--- src/rtl/data_mux_n.sv ---
// ---------------------------------------------------------------------------
// data_mux_n
//
// Channel capture multiplexer for the serial link datapath. A rising edge on
// data_lock either latches the channel chosen by selector (scan = 0) or walks
// every channel in order and emits one word per cycle with its index
// (scan = 1). The serial frame builder consumes data_out qualified by
// out_valid.
//
// Output handshake: there is no back-pressure. out_valid is a one-cycle
// pulse, and data_out / out_index are meaningful only in the cycle where it
// is high. The consumer must take the word in that cycle. Between events,
// data_out and out_index hold their last value.
//
// Parameters
//   WIDTH  bits per channel word
//   N_CH   number of channels, 1 .. 2**SEL_W
//   SEL_W  width of selector, out_index and the scan counter
//
// Ports
//   clk        system clock, rising edge
//   reset_n    asynchronous active-low reset
//   clear      synchronous clear, wins over any capture in the same cycle
//   data_lock  capture strobe, only its rising edge acts
//   scan       0 = single capture, 1 = scan all channels (sampled on edge)
//   selector   channel to capture in single mode
//   data_in    flattened channels, channel k at [k*WIDTH +: WIDTH]
//   data_out   captured word (registered)
//   out_valid  pulse: data_out / out_index carry a new word
//   out_index  channel number of data_out (zero-extended)
//   out_last   pulse with the final scan word and every single capture
//   busy       high while a scan is in progress; this is the FSM state
//              itself (SCAN), so it doubles as the state debug view
//   sel_err    pulse: single-mode selector out of range
// ---------------------------------------------------------------------------
module data_mux_n #(
  parameter int WIDTH = 16,
  parameter int N_CH  = 4,
  parameter int SEL_W = 8
) (
  input  logic                    clk,
  input  logic                    reset_n,
  input  logic                    clear,
  input  logic                    data_lock,
  input  logic                    scan,
  input  logic [SEL_W-1:0]        selector,
  input  logic [N_CH*WIDTH-1:0]   data_in,
  output logic [WIDTH-1:0]        data_out,
  output logic                    out_valid,
  output logic [SEL_W-1:0]        out_index,
  output logic                    out_last,
  output logic                    busy,
  output logic                    sel_err
);

  typedef enum logic {
    IDLE = 1'b0,
    SCAN = 1'b1
  } state_t;

  // Compare in SEL_W+1 bits so N_CH = 2**SEL_W is representable.
  localparam logic [SEL_W:0]   N_CH_EXT = (SEL_W+1)'(N_CH);
  localparam logic [SEL_W-1:0] LAST_CH  = SEL_W'(N_CH - 1);

  state_t             state;
  logic [SEL_W-1:0]   cnt;
  logic               pre_strb;

  logic               lock_edge;
  logic               sel_in_range;
  logic [SEL_W-1:0]   mux_idx;
  logic [WIDTH-1:0]   mux_word;

  assign lock_edge    = data_lock & ~pre_strb;
  assign sel_in_range = ({1'b0, selector} < N_CH_EXT);
  assign busy         = (state == SCAN);

  // Channel to sample this cycle: the scan counter while scanning, channel 0
  // when a scan starts, otherwise the selector.
  always_comb begin
    mux_idx = selector;
    if (state == SCAN) begin
      mux_idx = cnt;
    end else if (scan) begin
      mux_idx = '0;
    end
  end

  // Decoded mux; an out-of-range index yields zero but is never loaded.
  always_comb begin
    mux_word = '0;
    for (int k = 0; k < N_CH; k++) begin
      if (mux_idx == SEL_W'(k)) begin
        mux_word = data_in[k*WIDTH +: WIDTH];
      end
    end
  end

  always_ff @(posedge clk or negedge reset_n) begin
    if (!reset_n) begin
      state     <= IDLE;
      cnt       <= '0;
      pre_strb  <= 1'b0;
      data_out  <= '0;
      out_index <= '0;
      out_valid <= 1'b0;
      out_last  <= 1'b0;
      sel_err   <= 1'b0;
    end else begin
      // The edge detector keeps tracking under clear and during a scan, so
      // an edge arriving then is consumed rather than deferred.
      pre_strb  <= data_lock;
      out_valid <= 1'b0;
      out_last  <= 1'b0;
      sel_err   <= 1'b0;

      if (clear) begin
        state     <= IDLE;
        cnt       <= '0;
        data_out  <= '0;
        out_index <= '0;
      end else begin
        case (state)
          IDLE: begin
            if (lock_edge) begin
              if (scan) begin
                data_out  <= mux_word;
                out_index <= '0;
                out_valid <= 1'b1;
                if (N_CH == 1) begin
                  out_last <= 1'b1;
                end else begin
                  cnt   <= SEL_W'(1);
                  state <= SCAN;
                end
              end else if (sel_in_range) begin
                data_out  <= mux_word;
                out_index <= selector;
                out_valid <= 1'b1;
                out_last  <= 1'b1;
              end else begin
                sel_err <= 1'b1;
              end
            end
          end

          SCAN: begin
            data_out  <= mux_word;
            out_index <= cnt;
            out_valid <= 1'b1;
            if (cnt == LAST_CH) begin
              out_last <= 1'b1;
              cnt      <= '0;
              state    <= IDLE;
            end else begin
              cnt <= cnt + SEL_W'(1);
            end
          end

          default: begin
            state <= IDLE;
            cnt   <= '0;
          end
        endcase
      end
    end
  end

endmodule

--- config.mk ---
export PLATFORM = sky130hd
export DESIGN_NAME = data_mux_n
export DESIGN_NICKNAME = d
export VERILOG_FILES = /design/src/rtl/data_mux_n.sv
export SDC_FILE = /design/constraint.sdc
export NUM_CORES = 1
export LEC_CHECK = 0
export BUFFER_PORTS_ARGS = -buffer_cell sky130_fd_sc_hd__buf_2
export CAP_MARGIN = 40
export CORE_AREA = 2 2 71 73
export CTS_CLUSTER_SIZE = 8
export DETAILED_ROUTE_END_ITERATION = 8
export DIE_AREA = 0 0 73 75
export PLACE_DENSITY = 0.84
export SYNTH_ARGS = -nofsm -noshare
export SYNTH_HDL_FRONTEND = slang
export SYNTH_SLANG_ARGS = --single-unit
--- constraint.sdc ---
create_clock -name clk -period 5.14 [get_ports clk]
set_input_delay 0.514 -clock clk [delete_from_list [all_inputs] [get_ports clk]]
set_output_delay 0.514 -clock clk [all_outputs]
set_load 0.1 [all_outputs]
Word-level counts from Yosys, hierarchy flattened
Cells that the tools add are included.
{ "totals": {"in_bits": 77, "ff_bits": 37, "wordCells": 64} }
{ "classes": {"n_lt_le_gt_ge": 1, "bitwise": 3, "reduce_logical": 3, "n_eq_ne": 7, "mux": 41, "n_addsub": 1} }
{ "ops": {"columns": ["cell", "count"], "rows": [
  ["$mux 16", 8],
  ["$mux 8", 10],
  ["$pmux 16 s2", 1],
  ["$pmux 8 s2", 2],
  ["$eq 8x2->1 const B", 3],
  ["$mux 1", 17],
  ["$add 8x1->8 const B", 1],
  ["$eq 8x1->1 const B", 1],
  ["$logic_not 8->1", 1],
  ["$lt 8x3->1 const B", 1],
  ["$ne 3x3->1 const B", 2],
  ["$pmux 1 s2", 3],
  ["$ne 4x4->1 const B", 1],
  ["$reduce_and 2->1", 2],
  ["$not 1->1", 2],
  ["$and 1x1->1", 1]
]} }

Longest topological paths before layout
{ "depth": {"ltp_word": 12, "mapped_depth": 6, "mapped_depth_nobuf": 5} }

Worst setup path after synthesis
No wires, ideal clock.
{ "synth_path": {"path_kind": "flip-flop to flip-flop", "from": "register state, in the netlist busy", "to": "register data_out[0]", "path_slack_ns": 2.715, "setup_ns": 0.123, "path_stages_with_launch": 6, "synth_period_minus_slack_ns": 2.425, "path_buffers": 2, "required_ns": 5.017, "arrival_ns": 2.302, "path_cell_list": "dfrtp_1 buf_2 o21ai_1 clkbuf_1 o32a_1 a32o_1"} }
{ "synth_via": {"elab_chain_cells": 11} }
{ "synth_rtl": {"columns": ["element", "line", "rtl"], "rows": [
  ["from (decl)", "65", "state_t state;"],
  ["from (signal assigned)", "101", "state <= IDLE;"],
  ["from (signal assigned)", "118", "state <= IDLE;"],
  ["from (signal assigned)", "134", "state <= SCAN;"],
  ["$mux 8", "82", "if (state == SCAN) begin"],
  ["$logic_not 8->1", "93", "if (mux_idx == SEL_W'(k)) begin"],
  ["$mux 16 (4 in series)", "93", null],
  ["$mux 16", "136", "end else if (sel_in_range) begin"],
  ["$mux 16", "126", "if (scan) begin"],
  ["$mux 16", "125", "if (lock_edge) begin"],
  ["$pmux 16 s2", "123", "case (state)"],
  ["$mux 16", "117", "if (clear) begin"],
  ["to (signal assigned)", "127", "data_out <= mux_word;"],
  ["to (signal assigned)", "137", "data_out <= mux_word;"],
  ["to (signal assigned)", "148", "data_out <= mux_word;"],
  ["to (decl)", "48", "output logic [WIDTH-1:0] data_out,"]
]} }
Several ways; a longest one is shown, not always the timed one. The select of a mux whose other input is x is not followed.
A chain may end at the register's enable or synchronous reset.

Final worst setup path
{ "layout_path": {"from": "register state, in the netlist busy", "to": "register data_out[2]"} }
Same word-level chain as after synthesis.

==> reports/qor.csv <==
stage,metric,value,unit
timing,rsz0062_at_grt,false,
route,routed_wl,6.720,mm
worst_setup_path,reg2reg_from,busy,
clocking,cts_root_buffer,clkbuf_8,
clocking,cts.repair.resized,0,
yosys,syn_avg_cell_area,9.389,um^2
route,vias,2458,
layout,stdcell_count,400,
floorplanning,die-area,5475,um^2
timing,tns,0,ps
global_route,grt_usage,24.20,%
timing,setup_viol,0,
power_and_ir_drop,p_seq_share,38.6,%
clocking,h-tree-depth,2,
timing,finalHoldViolCount,0,
yosys,ys_seq_elements,37,
worst_setup_path,arrival,2830,ps
floorplanning,ios,105,
global_route,met1_usage,33.93,%
route,firstDrtPassIters,4,
yosys,ys_types,42,
power_and_ir_drop,power_density,273.4,nW/um^2
placed_design,hpwl,4.807,mm
power_and_ir_drop,p_clk_share,32.3,%
layout,fin_util,64.16,%
yosys,async_reset_ff_share,100.0,%
worst_hold_path,hp-class,primary input to async pin,
global_route,grtUsageMet2,37.94,%
clocking,clock_latency,290,ps
floorplanning,design.core.area,4661,um^2
timing,fmax,379.1,MHz
route,vias_per_cell,6.145,
power_and_ir_drop,p_leak,0.001418,uW
timing,fin_crit,2638,ps
worst_setup_path,slowest_stage,dfrtp_1,
route,drc,0,
timing,report.final.slew_viol_count,0,
layout,nFillCells,377,
clocking,cts_setup_buffers,0,
route,ant_nets,0,
layout,area_growth,27.40,%
floorplanning,start_util,50.36,%
power_and_ir_drop,p_switching,282.9,uW
floorplanning,die_w,73,um
route,post_drt_wl_per_cell,16.80,um
yosys,synth_edf_count,0,
worst_setup_path,endpoint_kind,flip-flop,
global_route,met3_usage,4.552,%
global_route,grt_max_degree,38,
worst_setup_path,start_kind,flip-flop,
placed_design,post-place-cells,392,
power_and_ir_drop,vdd_drop_max,132.0,uV
worst_setup_path,crit_type,flip-flop to flip-flop,
clocking,cts_made_buffers,5,
layout,finalNetCount,423,
yosys,ys_top_cells_by_area,"dfrtp_1 39%, o32a_1 7.2%, a32o_1 6.8%",
yosys,synth_sequential_area_ratio,39.45,%
worst_setup_path,crit_required,5330,ps
power_and_ir_drop,power.share.switching,34.60,%
worst_setup_path,regToRegSetupSlack,2500,ps
layout,drive_gt1_share,34.68,%
global_route,grt-busiest-layer,met2,
worst_setup_path,critPathLaunch,busy,
global_route,overflow,0,
global_route,grt_pass1_vias,2138,
floorplanning,die_h,75,um
yosys,synth_top_area_share,39.45,%
run,drv_cap,0,
yosys,synthCells,250,
power_and_ir_drop,pwr-share-comb,29.1,%
worst_setup_path,r2r-end,data_out[2],
global_route,antenna_found_initial,0,
yosys,synth_fp_nets,328,
clocking,cts_hold_buf,0,
timing,relSlewSlack,44.28,%
clocking,cts.sinks,37,
worst_setup_path,cp_max_fo,33,
yosys,synth_area,2347,um^2
layout,n_antenna_cell,0,
floorplanning,num_rows,25,
power_and_ir_drop,p_int,534.7,uW
timing,post-route-period-util,51.32,%
run_status,status,completed,
worst_setup_path,rr_worst_depth,4,
yosys,ys.warnings.count,0,
worst_setup_path,slowest_delay,820,ps
clocking,tritoncts,yes,
global_route,grt_pass1_wl,10.16,mm
yosys,yosysTopAreaCell,dfrtp_1,
clocking,clkTransAtPathRegs,80,ps
yosys,synth_flop_cell,dfrtp_1,
clocking,clock_path_buffers,2,
route,first_iter_violations,240,
timing,fin_skew,4.785,ps
placed_design,port_buffers,104,
worst_setup_path,worstPathCellList,nand2_1 -> and3_1 -> o32a_1 -> a32o_1,
timing,worst_pin_slew,828.1,ps
placed_design,gp_congestion,0.8600,
-- metal layers --
layer  up-vias  share of wire [%]
met5         -                  0
met4         0                1.2
met3         7                7.0
met2       108                 48
met1      1173                 44
li1       1170                  -
-- flip-flops by register name, summed over array words and instances, names as in the netlist --
signal	count
cnt	8
pre_strb	1
out_valid	1
out_index	8
out_last	1
data_out	16
busy	1
sel_err	1
-- power groups by stage --
stage / clock network, uW / registers [uW] / logic [uW]
2_1_floorplan: 0 / 410 / 79.0
3_3_place_gp: 0 / 320 / 236
3_5_place_dp: 0 / 321 / 237
4_1_cts: 266 / 315 / 238
5_1_grt: 276 / 317 / 252
6_report: 264 / 316 / 238
-- area by class of cell --
cell class / instances / area [um^2] / share of cell area (%)
Clock buffer: 7 / 86.33 / 2.887
Sequential cell: 37 / 925.9 / 30.96
Tap cell: 54 / 67.56 / 2.259
Inverter: 12 / 45.04 / 1.506
Clock inverter: 1 / 30.03 / 1.004
Multi-Input combinational cell: 182 / 1292 / 43.22
Timing Repair Buffer: 107 / 543.0 / 18.16
-- cell families after synthesis --
logic type	count (synthesis)	synth area share (%)
DFF	37	39.45
and+or+nand+nor	87	19.56
buffers and inverters	31	5.490
AOI/OAI and AO/OA	91	33.80
adders and majority gates	1	0.5330
xor gates and xnor gates	2	0.7464
muxes	1	0.4265
-- synthesized netlist by cell type, types with 3 or more instances --
| cell | count |
|---|---|
| and3_1 | 18 |
| a21oi_1 | 8 |
| o32a_1 | 17 |
| nor2_1 | 23 |
| a22oi_1 | 6 |
| clkbuf_1 | 14 |
| a32o_1 | 16 |
| nand4_1 | 3 |
| o21ai_0 | 6 |
| dfrtp_1 | 37 |
| o32ai_1 | 8 |
| nand2_1 | 7 |
| inv_1 | 12 |
| a21boi_0 | 16 |
| nand3_1 | 20 |
| buf_2 | 4 |
-- cell usage in the layout, fill, tap and decap left out, types with 3 or more instances in the layout --
cell type and count:
nor2_1 23, and3_1 18, o21ai_0 6, o32a_1 17
nand3_1 20, inv_1 12, dfrtp_1 37, a22oi_1 6
buf_4 3, nand4_1 3, a32o_1 16, o32ai_1 8
clkbuf_8 6, buf_2 104, a21oi_1 8, a21boi_0 16
nand2_1 7
-- worst max-delay path: cells and delay by family (launching register included) --
family          cells  cell delay (ps)
compound gates      2              570
flops               1              820
simple gates        2             1120
-- how the worst max path moves through the flow --
stage                     cells past startpoint          end
after floorplan                               5  data_out[0]
after global placement                        4  data_out[2]
after detailed placement                      4  data_out[2]
after CTS                                     4  data_out[2]
after global routing                          4  data_out[5]
final                                         4  data_out[2]
-- metrics by stage --
stage	hold WS, ps	setup WS (ps)	instance area (um^2)	power [uW]
after global placement	476.3	2635	2867	556.2
after floorplan	218.4	2715	2347	489.2
after detailed placement	475.6	2560	2874	558.3
final	317.7	2502	2990	817.6
after global routing	359.5	2334	2990	845.0
after CTS	345.5	2573	2990	819.4
(Power assumes the default switching activity.)
